$ cat src/rtl/instruction_fetch_unit.sv
// Instruction fetch unit: drives the instruction-memory request, holds the
// fetched word for decode behind a valid/ready handshake, and stops on HALT.
module instruction_fetch_unit #(
  parameter int unsigned          ADDR_WIDTH  = 8,
  parameter int unsigned          INST_WIDTH  = 24,
  parameter logic [ADDR_WIDTH-1:0] RESET_PC   = '0,
  parameter logic [3:0]           HALT_OPCODE = 4'b1111
) (
  input  logic                  Clock,
  input  logic                  Reset_n,
  output logic                  IMemReq,
  output logic [ADDR_WIDTH-1:0] IMemAddr,
  input  logic                  IMemAck,
  input  logic [INST_WIDTH-1:0] IMemData,
  output logic [INST_WIDTH-1:0] Instr,
  output logic [3:0]            OPCODE,
  output logic [ADDR_WIDTH-1:0] InstrPc,
  output logic                  InstrValid,
  input  logic                  InstrReady,
  input  logic                  Redirect,
  input  logic [ADDR_WIDTH-1:0] RedirectPc,
  output logic                  Halted
);

  localparam int unsigned OPC_W = 4;

  typedef enum logic [1:0] {
    BOOT   = 2'd0,
    RUN    = 2'd1,
    HALTED = 2'd2
  } state_e;

  state_e                  state_q;
  logic [ADDR_WIDTH-1:0]   pc_q;
  logic [INST_WIDTH-1:0]   instr_q;
  logic [ADDR_WIDTH-1:0]   instr_pc_q;
  logic                    instr_valid_q;
  logic                    halted_q;

  logic                    xfer_c;
  logic                    consume_c;
  logic [OPC_W-1:0]        data_opc_c;

  // Request only when the output slot is free or being drained this cycle.
  assign IMemReq    = (state_q == RUN) && !Redirect && (!instr_valid_q || InstrReady);
  assign xfer_c     = IMemReq && IMemAck;
  assign consume_c  = InstrReady && instr_valid_q;
  assign data_opc_c = IMemData[INST_WIDTH-1 -: OPC_W];

  always_ff @(posedge Clock or negedge Reset_n) begin
    if (!Reset_n) begin
      state_q       <= BOOT;
      pc_q          <= RESET_PC;
      instr_q       <= '0;
      instr_pc_q    <= '0;
      instr_valid_q <= 1'b0;
      halted_q      <= 1'b0;
    end else begin
      case (state_q)
        BOOT: begin
          state_q <= RUN;
          if (Redirect) begin
            pc_q <= RedirectPc;
          end
        end
        RUN, HALTED: begin
          if (Redirect) begin
            // Flush wins over any same-cycle consume or pending transfer.
            state_q       <= RUN;
            pc_q          <= RedirectPc;
            instr_valid_q <= 1'b0;
            halted_q      <= 1'b0;
          end else if (xfer_c) begin
            instr_q       <= IMemData;
            instr_pc_q    <= pc_q;
            instr_valid_q <= 1'b1;
            pc_q          <= ADDR_WIDTH'(pc_q + 1'b1);
            if (data_opc_c == HALT_OPCODE) begin
              state_q  <= HALTED;
              halted_q <= 1'b1;
            end
          end else if (consume_c) begin
            instr_valid_q <= 1'b0;
          end
        end
        default: begin
          state_q <= BOOT;
        end
      endcase
    end
  end

  assign IMemAddr   = pc_q;
  assign Instr      = instr_q;
  assign OPCODE     = instr_q[INST_WIDTH-1 -: OPC_W];
  assign InstrPc    = instr_pc_q;
  assign InstrValid = instr_valid_q;
  assign Halted     = halted_q;

endmodule

$ cat config.mk
export PLATFORM = sky130hd
export DESIGN_NAME = instruction_fetch_unit
export DESIGN_NICKNAME = d
export VERILOG_FILES = /design/src/rtl/instruction_fetch_unit.sv
export SDC_FILE = /design/constraint.sdc
export NUM_CORES = 1
export LEC_CHECK = 0
export ABC_AREA = 1
export CORE_MARGIN = 2
export CORE_UTILIZATION = 44
export CTS_CLUSTER_SIZE = 10
export DETAILED_ROUTE_END_ITERATION = 10
export GPL_ROUTABILITY_DRIVEN = 0
export PLACE_DENSITY = 0.89
export SETUP_SLACK_MARGIN = 0.5
export SKIP_LAST_GASP = 1
export SYNTH_ARGS = -nofsm -noshare
export SYNTH_HDL_FRONTEND = slang
export SYNTH_SLANG_ARGS = --single-unit
$ cat constraint.sdc
create_clock -name Clock -period 1.8 [get_ports Clock]
set_clock_uncertainty 0.1 [all_clocks]
set_input_delay 0.18 -clock Clock [delete_from_list [all_inputs] [get_ports Clock]]
set_output_delay 0.18 -clock Clock [all_outputs]
set_load 0.02 [all_outputs]
==> reports/qor.yml, run 1 <==
vdd_drop_max_mv: 1.01
crit_type: "flop to flop"
setup_tns_ns: 0
grt_pass1_vias: 1887
finalPower_mw: 5.67
async_flop_share_pct: 100
numPortBuffers: 83
p_sw_mw: 2.50
clkSinkCount: 44
via_per_inst: 4.84
cts-root-buf: "clkbuf_8"
period_needed_ns: 1.63
wl_per_cell_um: 14.2
dr.pass1.iters: 4
yosys_warnings: 0
yosysTopAreaCellShare_pct: 50.5
overflow: 0
p_int_mw: 3.17
worstPathRequired_ns: 1.89
syn-instance-count: 253
yosysTopAreaCell: "dfrtp_1"
grt_max_degree: 45
report.final.slew_viol_count: 0
clockBufferDepth: 2
maxCapViolations: 0
ys.flop_type: "dfrtp_1"
startpoint_type: "flop"
worstMarginPinSlew_ns: 0.245
start_util_pct: 45.9
post-place-ws_ns: 0.0170
syn-num-nets: 294
design.die.area_sq_mm: 0.00554
track_usage_pct: 20.3
hpwlAfterDp_um: 3570
die_y_um: 74.4
p_leak_nw: 1.71
pwr-share-clk_pct: 13.3
combPwrFrac_pct: 55.7
ant_nets: 0
dr.first_iter.drc_count: 122
clk_pin_slew_worst_paths_ns: 0.09
critPathSlowestCell: "dfrtp_1"
cp_num_buf_inv: 2
synthAdderAreaFrac_pct: 2.29
cts_tree: "yes"
arrival_ns: 1.72
synthSimpleGateAreaFrac_pct: 19.4
end_kind: "flop"
powerDensity_mw_per_mm2: 1670
cts-buffers-inserted: 5
wirelength_um: 5950
setup_viol: 0
crit_family: "simple AND/OR/NAND/NOR gates"
min_path_type: "input pin to asynchronous set/reset pin"
grt_pass1_wl_um: 8510
hold_violations: 0
htreeDepth: 2
synth_cell_type_count: 21
fmax_mhz: 612
clock_latency_ns: 0.30
antenna_found_initial: 0
rrSetupSlack_ns: 0.17
fin_util_pct: 71.5
fin_crit_sh_pct: 90.8
diodes: 0
rows: 25
p_seq_share_pct: 30.9
vias: 2027
final_cell_mix: "nand2_1, dfrtp_1, inv_1, clkdlybuf4s50_1, o21ai_2"
rsz0062_at_grt: "true"
critPathMaxFanout: 18
synth.yosys.seq_area_share_pct: 50.5
sw_frac_of_total_pct: 44.1
syn_area_sq_mm: 0.00218
synthMuxAreaShare_pct: 0
synth_top_family_by_area: "simple AND/OR/NAND/NOR gates"
slowest_delay_ns: 0.40
syn2layout_area_growth_pct: 55.9
timing.final.ws_setup_ns: 0.166
core_area_sq_mm: 0.00475
layout_commonest_cell: "nand2_1"
synth_area_per_cell_sq_um: 8.62
path_cells: "buf_6 > ha_4 > nand2_4 > nor2_4 > nand3_4 > buf_12 > nand2_1 > o21ai_2"
die_w_um: 74.4
fin_nets: 392
synth-seq-cells: 44
drive_gt1_share_pct: 30.7
ios: 84
synthTopCellsByArea: "dfrtp_1, nand2_1, o21ai_2, inv_1, buf_6"
whs_ns: 0.283
synth_compound_area_share_pct: 14.9
relSlewSlack_pct: 83.6
drc: 0
status: "complete, no violations"
synth-edff-count: 0
synth-xor-area-share_pct: 0.402
## power groups by stage
stage / Clock [mW] / Combinational, mW / Sequential [mW]
finish: 0.755 / 3.16 / 1.75
global route: 0.818 / 3.38 / 1.80
detailed placement: 0 / 2.87 / 1.78
CTS: 0.769 / 2.88 / 1.73
floorplan: 0 / 1.14 / 2.28
global placement: 0 / 2.80 / 1.76
## worst register-to-register path, stage by stage, from the launching register on
cell and delay [ns]:
dfrtp_1 0.40, buf_6 0.12, ha_4 0.15, nand2_4 0.06
nor2_4 0.17, nand3_4 0.17, buf_12 0.20, nand2_1 0.08
o21ai_2 0.06
## registers in the layout (all words and copies together), names as in the netlist
| signal | count |
|---|---|
| IMemAddr | 8 |
| InstrValid | 1 |
| Halted | 1 |
| InstrPc | 8 |
| Instr | 24 |
| state_q | 2 |
## synth_stat cells, drive strengths merged (2+ instances only)
master / number
inv: 43
o21ai: 40
nand4: 2
nand3: 12
nor2: 14
buf: 11
nand2: 75
a21boi: 2
dfrtp: 44
a21oi: 3
ha: 4
## cells by family (layout without fill, tap and decap cells)
group	after synthesis	after routing
simple gates	103	104
buf+inv	55	153
compound gates	46	46
flops	44	44
fa+ha+maj	4	4
xor+xnor	1	1
## path summary, 6_finish.rpt
check | from | cells after the start | to
worst max-delay path | state_q[0] | 8 | Instr[1]
worst max register to register | state_q[0] | 8 | Instr[1]
worst min register to register | Instr[4] | 2 | Instr[4]
min in group Clock | IMemData[9] | 3 | Instr[9]
max in group asynchronous | Reset_n | 3 | InstrValid
worst min-delay path | Reset_n | 3 | Instr[11]
## per-stage QoR
stage | cell area (sq um) | cells
after CTS | 3290 | 414
after global routing | 3400 | 419
final | 3400 | 419
after detailed placement | 3080 | 396
after floorplan | 2210 | 253
after global placement | 3080 | 396
## area by class of cell
| class | count | area [sq um] |
|---|---|---|
| inverter | 43 | 171 |
| multi-input combinational | 155 | 957 |
| sequential | 44 | 1100 |
| fill | 365 | 1360 |
| clock inverter | 3 | 42.5 |
| timing repair inverter | 1 | 7.51 |
| clock buffer | 5 | 68.8 |
| tap | 67 | 83.8 |
| timing repair buffer | 101 | 963 |
## layer usage
metal	share of wire, %	global-route usage, %	wire [um]	vias up
met3	6.2	4.20	370	18
met1	40	24.3	2370	943
li1	-	-	-	975
met2	51	34.4	3060	91
met4	2.5	10.5	150	0
met5	0	0	0	-
## what timing repair did
item                                   in CTS  in global routing
hold buffers                                1                  0
setup buffers                               7                  3
endpoints found under the hold margin      44                  0
cloned                                      2                  2
setup endpoints to repair                  90                 87
resized for setup                         101                 68
pin swaps                                   3                  5
(Power assumes the default switching activity.)
==> run 2, diff against run 1 <==
ABC_AREA = not set   (was 1)
CORE_UTILIZATION = 43   (was 44)
==> run 2 against run 1 <==
Effect of this change: worst setup slack worse by 0.21 ns; via count fell by 8.7%; final cell count decreased by 19%; flip-flop and latch count stayed put; design area is 4.7% higher; count of clock-buffer cells in the layout unchanged; routed wire length rose by 5.7%; worst hold slack got worse by 0.0062 ns; critical path depth down 1; the run now ends with negative setup slack left; die area shrank 4.2%.
==> reports/qor.yml, run 2 <==
path_cells: "inv_2 > ha_4 > nand2b_4 > nor3_4 > buf_4 > buf_8 > mux2_2"  # was buf_6 > ha_4 > nand2_4 > nor2_4 > nand3_4 > buf_12 > nand2_1 > o21ai_2
syn2layout_area_growth_pct: 74.8  # was 55.9%
largest_reg_flops: 24  # unchanged
track_usage_pct: 21.8  # was 20.3%
synth_cell_type_count: 39  # was 21
setup_tns_ns: -0.597  # was 0 ns
drive_gt1_share_pct: 51.0  # was 30.7%
synth_compound_area_share_pct: 10.2  # was 14.9%
fin_crit_sh_pct: 102  # was 90.8%
whs_ns: 0.277  # was 0.283 ns
clkSinkCount: 44  # unchanged
relSlewSlack_pct: 65.3  # was 83.6%
synthAdderAreaFrac_pct: 2.46  # was 2.29%
vdd_drop_max_mv: 0.923  # was 1.01 mV
yosysTopAreaCell: "dfrtp_1"  # unchanged
wl_per_cell_um: 18.5  # was 14.2 um
synthTopCellsByArea: "dfrtp_1, mux2_2, ha_1, buf_6, nor2_1"  # was dfrtp_1, nand2_1, o21ai_2, inv_1, buf_6
via_per_inst: 5.44  # was 4.84
synthMuxAreaShare_pct: 17.7  # was 0%
clockBufferDepth: 2  # unchanged
hpwlAfterDp_um: 3570  # about the same
synth-xor-area-share_pct: 0  # was 0.402%
drc: 0  # unchanged
stdcell_count: 340  # was 419
ys.flop_type: "dfrtp_1"  # unchanged
grt_max_degree: 25  # was 45
finalPower_mw: 6.13  # was 5.67 mW
post-place-ws_ns: -0.0578  # was 0.0170 ns
htreeDepth: 2  # unchanged
slowest_delay_ns: 0.38  # was 0.40 ns
synth-seq-cells: 44  # unchanged
synth_area_per_cell_sq_um: 12.3  # was 8.62 sq um
use_met1_pct: 26.2  # was 24.3%
design.die.area_sq_mm: 0.00530  # was 0.00554 sq mm
report.final.slew_viol_count: 0  # unchanged
clk_pin_slew_worst_paths_ns: 0.09  # about the same
dr.first_iter.drc_count: 108  # was 122
use_met3_pct: 7.04  # was 4.20%
diodes: 0  # unchanged
synth.yosys.seq_area_share_pct: 54.1  # was 50.5%
core_area_sq_mm: 0.00463  # was 0.00475 sq mm
timing.final.ws_setup_ns: -0.0428  # was 0.166 ns
busiest_layer: "met2"  # unchanged
fmax_mhz: 543  # was 612 MHz
status: "complete, but fails checks"  # was complete, no violations
rows: 25  # unchanged
wirelength_um: 6290  # was 5950 um
synth_top_family_by_area: "multiplexers"  # was simple AND/OR/NAND/NOR gates
met2_usage_pct: 35.6  # was 34.4%
die_y_um: 72.8  # was 74.4 um
crit_start: "state_q[1]"  # was state_q[0]
dr.pass1.iters: 4  # unchanged
period_needed_ns: 1.84  # was 1.63 ns
async_flop_share_pct: 100  # unchanged
synth-edff-count: 0  # unchanged
critPathMaxFanout: 9  # was 18
yosys_warnings: 0  # unchanged
startpoint_type: "flop"  # unchanged
cts-buffers-inserted: 5  # unchanged
r2r-start: "state_q[1]"  # was state_q[0]
grt_pass1_wl_um: 8690  # was 8510 um
vias: 1851  # was 2027
grt_pass1_vias: 1764  # was 1887
worstMarginPinSlew_ns: 0.521  # was 0.245 ns
maxCapViolations: 0  # unchanged
numPortBuffers: 83  # unchanged
final_cell_mix: "dfrtp_1, clkdlybuf4s50_1, mux2_4, clkdlybuf4s15_1, buf_4"  # was nand2_1, dfrtp_1, inv_1, clkdlybuf4s50_1, o21ai_2
rsz0062_at_grt: "true"  # unchanged
clock_latency_ns: 0.30  # about the same
min_path_type: "input pin to asynchronous set/reset pin"  # unchanged
yosysTopAreaCellShare_pct: 54.1  # was 50.5%
start_util_pct: 44.0  # was 45.9%
dp_cells: 306  # was 396
layout_commonest_cell: "dfrtp_1"  # was nand2_1
die_w_um: 72.8  # was 74.4 um
overflow: 0  # unchanged
critPathSlowestCell: "dfrtp_1"  # unchanged
worstPathRequired_ns: 1.88  # was 1.89 ns
synthSimpleGateAreaFrac_pct: 10.4  # was 19.4%
p_leak_nw: 1.59  # was 1.71 nW
cts-root-buf: "clkbuf_8"  # unchanged
arrival_ns: 1.93  # was 1.72 ns
syn-num-nets: 206  # was 294
setup_viol: 24  # was 0
fin_nets: 327  # was 392
hold_violations: 0  # unchanged
syn-instance-count: 165  # was 253
cts_tree: "yes"  # unchanged
ios: 84  # unchanged
end_kind: "flop"  # unchanged
yosysMostFrequentCell: "dfrtp_1"  # was nand2_1
syn_area_sq_mm: 0.00204  # was 0.00218 sq mm
crit_type: "flop to flop"  # unchanged
antenna_found_initial: 0  # unchanged
synth_top_cells_by_count: "dfrtp_1, mux2_2, nor2_1, nand2_1, a21oi_1"  # was nand2_1, dfrtp_1, inv_1, o21ai_2, nor2_1
ant_nets: 0  # unchanged
powerDensity_mw_per_mm2: 1720  # was 1670 mW/mm^2
violations: "negative setup slack"
[run 2: cell count changes in the layout (fill, tap and decap cells not counted), moves of 7 or more]
cell     delta
o21ai_2    -24
inv_1      -35
nand3_1     -7
nand2_1    -56
mux2_2     +10
buf_4      +13
buf_6       +9
mux2_4     +22
o21ai_1    -11
[run 2: metrics by stage]
step | util [%] | instance area [sq um]
6_report | 76.9 | 3560
5_1_grt | 76.9 | 3560
4_1_cts | 72.9 | 3370
3_5_place_dp | 65.2 | 3020
3_3_place_gp | 65.2 | 3020
2_1_floorplan | - | 2090
[run 2: where the power goes]
part | internal, mW | switching, mW
combinational | 1.88 | 1.82
clock | 0.263 | 0.341
sequential | 1.48 | 0.349
[run 2: logic make-up (layout without fill, tap and decap cells)]
group	after synthesis	in the layout
AOI/OAI and AO/OA	30	30
and+or+nand+nor	39	40
adders and majority gates	4	4
DFF	44	44
buffers and inverters	16	136
muxes	32	32
[run 2: path summary, 6_finish.rpt]
check | to | slack (ns) | cells after the start
max in group asynchronous | IMemAddr[3] | 0.80 | 3
worst min-delay path | state_q[0] | 0.28 | 2
worst max-delay path | Instr[22] | -0.04 | 7
min in group Clock | IMemAddr[1] | 0.34 | 3
worst min register to register | Instr[17] | 0.41 | 1
worst max register to register | Instr[22] | -0.04 | 7
[run 2: metal layers]
layer,wire (um),up-vias
met3,425,17
li1,-,830
met4,176,0
met5,0,-
met2,3110,84
met1,2580,920
[run 2: final cells by class]
cell class,count,area [sq um]
Clock buffer,5,68.8
Multi-Input combinational cell,106,1110
Tap cell,54,67.6
Inverter,6,25.0
Clock inverter,2,12.5
Fill cell,282,1070
Sequential cell,44,1110
Timing Repair Buffer,123,1170
[run 2: repair_timing]
action | CTS | global route
resized for setup | 123 | 85
endpoints found under the hold margin | 20 | 0
cloned | 2 | 2
setup buffers | 16 | 6
hold buffers | 1 | 0
pin swaps | 10 | 8
setup endpoints to repair | 91 | 86
[run 2: worst max-delay path, delay by kind of cell, from the launching register on]
family,cells,cell delay (ns)
buf+inv,3,0.35
flops,1,0.38
simple gates,2,0.26
fa+ha+maj,1,0.29
mux,1,0.34
